File: src/rtl/uart_tx_arbiter.sv
`timescale 1ns/1ps
// Purpose : round-robin arbiter granting one of four requesters access to a
//           shared 2-byte UART transmitter, one frame at a time.
// Latency : req (in IDLE) -> tx_enable = 3 cycles; frame_done -> next tx_enable = 4 cycles.
// Backpr. : requesters hold req until grant_ack; the arbiter holds in WAIT
//           until the transmitter reports frame_done (or the optional watchdog fires).
//
// Optional feature: define UART_TX_ARB_TIMEOUT_EN to enable the WAIT watchdog
// (limit set by TIMEOUT_CYCLES). Without it WAIT waits forever and
// timeout_err is tied to 0.
//
// Ports:
//   clk, reset          rising-edge clock, synchronous active-high reset
//   req[3:0]            level requests, bit k = requester k has a frame
//   req_data[63:0]      frame bytes, slice k = {second byte, first byte}
//   frame_done          one-cycle pulse from the transmitter, frame sent
//   tx_enable           one-cycle start pulse to the transmitter
//   tx_byte_one/two     latched bytes of the granted frame
//   grant_ack[3:0]      one-hot pulse, requester k's data has been latched
//   req_done[3:0]       one-hot pulse, requester k's frame completed
//   busy                high whenever the FSM is not in IDLE
//   grant_id[1:0]       current or last granted requester
//   timeout_err         sticky watchdog flag
module uart_tx_arbiter #(
  parameter logic [23:0] TIMEOUT_CYCLES = 24'd5000000
) (
  input  logic        clk,
  input  logic        reset,
  input  logic [3:0]  req,
  input  logic [63:0] req_data,
  input  logic        frame_done,
  output logic        tx_enable,
  output logic [7:0]  tx_byte_one,
  output logic [7:0]  tx_byte_two,
  output logic [3:0]  grant_ack,
  output logic [3:0]  req_done,
  output logic        busy,
  output logic [1:0]  grant_id,
  output logic        timeout_err
);

  typedef enum logic [1:0] {
    S_IDLE  = 2'd0,
    S_LOAD  = 2'd1,
    S_START = 2'd2,
    S_WAIT  = 2'd3
  } state_t;

  state_t      state_q, state_d;
  logic [1:0]  ptr_q, ptr_d;
  logic [1:0]  gid_q, gid_d;
  logic [7:0]  b1_q, b1_d;
  logic [7:0]  b2_q, b2_d;
  logic        tx_en_q, tx_en_d;
  logic [3:0]  ack_q, ack_d;
  logic [3:0]  done_q, done_d;
  logic        busy_q, busy_d;

  // Round-robin selection
  logic        pick_vld;
  logic [1:0]  pick_idx;
  logic [1:0]  cand;

`ifdef UART_TX_ARB_TIMEOUT_EN
  logic [23:0] cnt_q, cnt_d;
  logic        err_q, err_d;
`else
  logic        unused_timeout_cfg;
  assign unused_timeout_cfg = ^TIMEOUT_CYCLES;
`endif

  // Walk offsets from 3 down to 0 so the smallest offset from ptr_q, i.e.
  // the first set bit at or after the pointer, is the last one to write.
  always_comb begin
    pick_vld = 1'b0;
    pick_idx = ptr_q;
    cand     = 2'd0;
    for (int i = 3; i >= 0; i--) begin
      cand = ptr_q + 2'(i);
      if (req[cand]) begin
        pick_vld = 1'b1;
        pick_idx = cand;
      end
    end
  end

  // Next-state and registered-output logic
  always_comb begin
    state_d = state_q;
    ptr_d   = ptr_q;
    gid_d   = gid_q;
    b1_d    = b1_q;
    b2_d    = b2_q;
    tx_en_d = 1'b0;
    ack_d   = 4'b0000;
    done_d  = 4'b0000;
`ifdef UART_TX_ARB_TIMEOUT_EN
    cnt_d   = cnt_q;
    err_d   = err_q;
`endif

    case (state_q)
      S_IDLE: begin
        if (pick_vld) begin
          gid_d   = pick_idx;
          b1_d    = req_data[{pick_idx, 4'b0000} +: 8];
          b2_d    = req_data[{pick_idx, 4'b1000} +: 8];
          state_d = S_LOAD;
        end
      end

      S_LOAD: begin
        // Data is already captured, so the requester may now move on.
        ack_d   = 4'b0001 << gid_q;
        state_d = S_START;
      end

      S_START: begin
        tx_en_d = 1'b1;
        state_d = S_WAIT;
`ifdef UART_TX_ARB_TIMEOUT_EN
        cnt_d   = 24'd0;
`endif
      end

      S_WAIT: begin
        if (frame_done) begin
          done_d  = 4'b0001 << gid_q;
          // Just-served requester becomes lowest priority next round.
          ptr_d   = gid_q + 2'd1;
          state_d = S_IDLE;
`ifdef UART_TX_ARB_TIMEOUT_EN
        end else if (cnt_q == TIMEOUT_CYCLES - 24'd1) begin
          // Last allowed WAIT cycle with no frame_done: give up on the frame,
          // still report it done so the requester is not left hanging.
          err_d   = 1'b1;
          done_d  = 4'b0001 << gid_q;
          ptr_d   = gid_q + 2'd1;
          state_d = S_IDLE;
        end else begin
          cnt_d   = cnt_q + 24'd1;
`endif
        end
      end

      default: state_d = S_IDLE;
    endcase

    busy_d = (state_d != S_IDLE);
  end

  always_ff @(posedge clk) begin
    if (reset) begin
      state_q <= S_IDLE;
      ptr_q   <= 2'd0;
      gid_q   <= 2'd0;
      b1_q    <= 8'd0;
      b2_q    <= 8'd0;
      tx_en_q <= 1'b0;
      ack_q   <= 4'b0000;
      done_q  <= 4'b0000;
      busy_q  <= 1'b0;
    end else begin
      state_q <= state_d;
      ptr_q   <= ptr_d;
      gid_q   <= gid_d;
      b1_q    <= b1_d;
      b2_q    <= b2_d;
      tx_en_q <= tx_en_d;
      ack_q   <= ack_d;
      done_q  <= done_d;
      busy_q  <= busy_d;
    end
  end

`ifdef UART_TX_ARB_TIMEOUT_EN
  always_ff @(posedge clk) begin
    if (reset) begin
      cnt_q <= 24'd0;
      err_q <= 1'b0;
    end else begin
      cnt_q <= cnt_d;
      err_q <= err_d;
    end
  end

  assign timeout_err = err_q;
`else
  assign timeout_err = 1'b0;
`endif

  assign tx_enable   = tx_en_q;
  assign tx_byte_one = b1_q;
  assign tx_byte_two = b2_q;
  assign grant_ack   = ack_q;
  assign req_done    = done_q;
  assign busy        = busy_q;
  assign grant_id    = gid_q;

endmodule
File: config.mk
export PLATFORM = sky130hd
export DESIGN_NAME = uart_tx_arbiter
export DESIGN_NICKNAME = d
export VERILOG_FILES = /design/src/rtl/uart_tx_arbiter.sv
export SDC_FILE = /design/constraint.sdc
export NUM_CORES = 1
export LEC_CHECK = 0
export ABC_AREA = 1
export CORE_MARGIN = 2
export CORE_UTILIZATION = 37
export DETAILED_ROUTE_END_ITERATION = 10
export PLACE_DENSITY = 0.82
export SYNTH_ARGS = -nofsm -noshare
export SYNTH_HDL_FRONTEND = slang
export SYNTH_SLANG_ARGS = --single-unit
File: constraint.sdc
create_clock -name clk -period 1.78 [get_ports clk]
set_clock_uncertainty 0.2 [all_clocks]
set_input_delay 0.534 -clock clk [delete_from_list [all_inputs] [get_ports clk]]
set_output_delay 0.534 -clock clk [all_outputs]
set_load 0.005 [all_outputs]
-- Yosys cells after proc, flatten, opt, wreduce, memory -nomap -nowiden
Cells that the tools add are included.
- input port bits: 71
- bits in registers: 32
- memories kept: 0
- bits in read-only memories: 0
- output and inout bits: 29
- latch bits: 0
- logic and storage cells: 52
- bits in writable memories: 0
- muxes and demuxes: 20
- order comparisons: 4
- add/sub/neg operators: 4
- multipliers: 0
- divide/modulo/power cells: 0
- shift operators: 3
- reduce and logical (&&, ||, !) cells: 6
- equal/unequal tests: 3
- bitwise operators: 3
- operator list (cell ; count):
    variable part select 64 x 7 -> 8 bit ; 2
    less-than comparator 2 x 3 -> 1 bit (second input constant) ; 4
    2-to-1 mux 2 bit ; 6
    2-to-1 mux 1 bit ; 9
    binary-select mux 1 bit (select 2 bit) ; 4
    one-hot mux 2 bit (4 select lines) ; 1
    adder 2 x 1 -> 2 bit (second input constant) ; 2
    adder 2 bit (second input constant) ; 2
    equality test 2 bit (second input constant) ; 2
    AND reduction 2 bit ; 2
    << shifter 1 x 2 -> 4 bit (first input constant) ; 1
    inverter 1 bit ; 3
    OR reduction 3 bit ; 1
    equality test 2 x 1 -> 1 bit (second input constant) ; 1
    logical NOT 2 bit ; 1
    nonzero test 2 bit ; 1
    OR reduction 2 bit ; 1

-- Longest topological paths before layout
- word-level depth: 10
- gate-level depth with buffers: 15
- gate-level depth less buffers: 14

-- Worst setup path after synthesis
Ideal clock, no wire load.
- kind: in2reg
- start: input req[1]
- end: register b1_q[6] (netlist: tx_byte_one[6])
- setup time: 122 ps
- required time: 1458 ps
- slack: -157 ps
- path buffers: 1
- arrival time: 1615 ps
- stages on the path: 14
- cells stage by stage: inv_1 -> nand2_2 -> and2_4 -> nand2_4 -> nand2_2 -> inv_4 -> nand2_4 -> nand2_4 -> nand2_4 -> buf_12 -> nand2_1 -> nand3_1 -> nand2_1 -> a21oi_2
- word-level cells in the longest chain between the ends: 7
- elaborated cells between the ends (all ways): 18
- those cells by class: shift: 1; mux: 16; reduce/logical: 1
- RTL lines (what ; RTL line ; text):
    start: declaration ; 29 ; input logic [3:0] req,
    binary-select mux 1 bit (select 2 bit) ; 80 ; if (req[cand]) begin
    2-to-1 mux 1 bit (not written as such) ; 80 ;
    2-to-1 mux 2 bit or 2-to-1 mux 1 bit (tied branches) (4 in series) ; 80 ;
    variable part select 64 x 7 -> 8 bit or AND reduction 2 bit (tied branches) ; n/a ;
    end signal: assignment ; 157 ; b1_q <= 8'd0;
    end signal: assignment ; 167 ; b1_q <= b1_d;
    end: declaration ; 52 ; logic [7:0] b1_q, b1_d;
Parallel ways exist; a longest one is shown, timed or not. The select of a mux whose other input is x is not followed.
A chain may end at the register's enable or synchronous reset.

-- Worst setup path after layout
- start: register ptr_q[0]
- end: register b1_q[6] (netlist: tx_byte_one[6])
- word-level cells in the longest chain between the ends: 8
- elaborated cells between the ends (all ways): 21
- those cells by class: add/sub: 3; shift: 1; mux: 16; reduce/logical: 1
- RTL lines (what ; RTL line ; text):
    start: declaration ; 50 ; logic [1:0] ptr_q, ptr_d;
    start signal: assignment ; 165 ; ptr_q <= ptr_d;
    adder 2 bit ; 79 ; cand = ptr_q + 2'(i);
    binary-select mux 1 bit (select 2 bit) ; 80 ;
    2-to-1 mux 1 bit (not written as such) ; 80 ;
    2-to-1 mux 2 bit or 2-to-1 mux 1 bit (tied branches) (4 in series) ; 80 ;
    variable part select 64 x 7 -> 8 bit or AND reduction 2 bit (tied branches) ; n/a ;
Parallel ways exist; a longest one is shown, timed or not. The select of a mux whose other input is x is not followed.

==> metrics.md <==
| Metric | Value |
|---|---|
| Status | complete, but fails checks |
| Violated checks | negative setup slack |
| Final WL | 8.88 mm |
| Cell Chain, Critical Path | buf_6, nand2_1, nand2_2, nand2_2, nand2_2, inv_4, nand2_8, buf_4, nand3_4, buf_6, nand3_1, nand3_2, nand2_2, a21oi_2 |
| Number of synthesized flops with an enable pin | 0 |
| GRT Overall Usage | 0.246 |
| Post-route setup TNS | -4620 ps |
| Reg power frac | 0.256 |
| Synth top area share | 0.304 |
| Clock sinks | 32 |
| Yosys top cell by area | dfxtp_1 |
| Post-route insts no fill | 504 |
| Maxcap violations | 0 |
| Die Ht | 79.5 um |
| Layout Utilization | 0.733 |
| Share of layout cells above drive strength 1 | 0.417 |
| Largest net degree at the start of global routing | 37 |
| Final Max Slew Viols | 0 |
| Initial Util | 0.383 |
| Skew-Pair Late Insertion Delay | 280 ps |
| GPL Wtd Cong | 0.905 |
| Count of cell types in the netlist | 28 |
| Seq/Total Area, Yosys | 0.304 |
| Via Count | 2,791 |
| Final worst slack | -285 ps |
| Mean post-synth cell area | 7.22 um2 |
| Internal | 2.29 mW |
| Critical-path maximum fanout | 5 |
| Hold_ws | 285 ps |
| Fillers | 371 |
| First-pass GRT wire length | 12.1 mm |
| Setup violators final | 19 |
| Clock power frac | 0.149 |
| Clock root cell | clkbuf_8 |
| Fin. Hold Viols | 0 |
| Initial drt markers | 209 |
| Number of buffers created by CTS | 5 |
| Post-layout min period | 2060 ps |
| Routed vias/inst | 5.54 |
| Worst-path clk slew | 70 ps |
| Place WS | -880 ps |
| Most used cell, CP | nand2_2 |
| Hold Buf Count CTS | 0 |
| Worst vdd ir | 0.000468 V |
| Routed wire per std cell | 17.6 um |
| Syn Nets | 367 |
| RSZ-0062 raised after global routing | yes |
| Count leader, synth | nand3_1 |
| Htree depth | 2 |
| Cells after Synth | 292 |
| CP peak stage delay | 380 ps |
| Num ports | 100 |
| Diode count | 0 |
| Dpl hpwl | 5.39 mm |
| Area of the die | 6310 um2 |
| Total chip power | 3.83 mW |
| Worst Path Arrival | 2090 ps |
| Finished Cell Area | 4040 um2 |
| Power density cells | 950 nW/um2 |
| 1st-pass router iterations | 5 |
| Worst path slowest cell | dfxtp_4 |
| Leakage | 1.83 nW |
| Maximum clock frequency | 484 MHz |
| Asr flop ratio synth | 0 |
| PortBufs | 98 |
| Core ar. | 5510 um2 |
| Hold Crit Class | flop to flop |
| Top FF cell, synth | dfxtp_1 |
| Worst EP required | 1810 ps |
| Yosys reg bits | 32 |
| Crit Path Class | flop to flop |
| Switch share | 0.403 |
| Antenna violations before repair | 0 |
| Nets | 506 |
| Synth area leaders | dfxtp_1 30%, nand3_1 19%, nand2_1 8.6% |
| Commonest cells post-synth | 80 x nand3_1, 48 x nand2_1, 32 x dfxtp_1 |
| Net switching power figure | 1.54 mW |
| Fin crit share | 1.16 |
| DRC Markers | 0 |
| CTS tree | built |
| Yosys warns | 0 |
| Mapped Area | 2110 um2 |
| Buffer depth of the longest clock path | 2 |
| Synth-to-Final Area Change | 91.6% |
| Gr ovfl total | 0 |
| Dpl cells | 484 |
| Vias in the first global route | 2,565 |
| Crit start category | flop |
| Area post-placement | 3480 um2 |
| Row count | 27 |
| Worst Setup End Kind | flop |
| Gate power share | 0.594 |
| Die width | 79.5 um |
| Post-DRT Antenna Nets | 0 |
[area by class of cell]
cell class / count / area, um2 / share of cell area
clock buffers: 8 / 90.1 / 0.0223
repair buffers: 149 / 1500 / 0.372
well taps: 72 / 90.1 / 0.0223
multi-input cells: 222 / 1600 / 0.397
inverters: 21 / 104 / 0.0257
flip-flops and latches: 32 / 649 / 0.161
[registers in the layout, indices dropped and copies added (netlist names)]
signal	flops
tx_byte_one	8
tx_byte_two	8
grant_ack	4
req_done	4
grant_id	2
ptr_q	2
state_q	2
busy	1
tx_enable	1
[what timing repair did]
item | 4_1_cts | 5_1_grt
endpoints found under the setup margin | 48 | 20
cloned | 3 | 3
pin swaps | 37 | 20
buffers inserted | 6 | 0
hold endpoints to repair | 0 | 0
resized for setup | 106 | 46
[final timing paths]
kind | startpoint | to | slack, ps | cells past startpoint
worst max-delay path | ptr_q[0] | tx_byte_one[6] | -280 | 14
worst min-delay path | state_q[0] | tx_enable | 280 | 1
worst max register to register | ptr_q[0] | tx_byte_one[6] | -280 | 14
worst min register to register | state_q[0] | tx_enable | 280 | 1
[routing by layer]
layer	vias up	wire length [um]	global-route usage
met1	1313	3300	0.285
met5	-	0	0
li1	1261	-	-
met3	42	632	0.0419
met2	175	4540	0.439
met4	0	401	0.112
[placed cells by master, fill, tap and decap left out, types with 2 or more instances in the layout]
| cell type | synthesis | final |
|---|---|---|
| a21oi_1 | 5 | 5 |
| a21oi_2 | 13 | 13 |
| buf_12 | 1 | 7 |
| buf_4 | 4 | 29 |
| buf_6 | 5 | 11 |
| buf_8 | 0 | 2 |
| clkbuf_1 | 3 | 2 |
| clkbuf_8 | 0 | 6 |
| clkdlybuf4s50_1 | 0 | 66 |
| dfxtp_1 | 32 | 27 |
| dfxtp_2 | 0 | 4 |
| dlygate4sd2_1 | 0 | 28 |
| ha_1 | 4 | 4 |
| inv_1 | 15 | 12 |
| inv_2 | 5 | 3 |
| inv_4 | 1 | 4 |
| inv_8 | 0 | 2 |
| nand2_1 | 48 | 22 |
| nand2_2 | 15 | 30 |
| nand2_4 | 6 | 14 |
| nand2_8 | 0 | 4 |
| nand3_1 | 80 | 54 |
| nand3_2 | 9 | 32 |
| nand3_4 | 1 | 4 |
| nor2_1 | 12 | 11 |
| o21ai_0 | 19 | 3 |
| o21ai_1 | 2 | 13 |
| o21ai_2 | 0 | 3 |
| o21ai_4 | 0 | 2 |
[critical path: cells and delay by family (launching register included)]
family,cells,cell delay (ps)
simple gates,9,780
buf+inv,4,530
flops,1,380
compound gates,1,120
[cells by family (layout without fill, tap and decap cells)]
logic type,after synthesis,after routing,share of synthesized area
flops,32,32,0.304
buf+inv,39,178,0.106
compound gates,42,42,0.130
other cells,1,1,0.00178
fa+ha+maj,4,4,0.0238
simple gates,174,175,0.434
[power groups by stage]
stage	logic (mW)	registers [mW]	clock network [mW]
2_1_floorplan	0.962	0.980	0
3_3_place_gp	1.76	0.970	0
3_5_place_dp	1.81	0.974	0
4_1_cts	1.96	0.964	0.575
5_1_grt	2.42	0.994	0.608
6_report	2.28	0.982	0.573
Power figures use the tool's default switching activity.
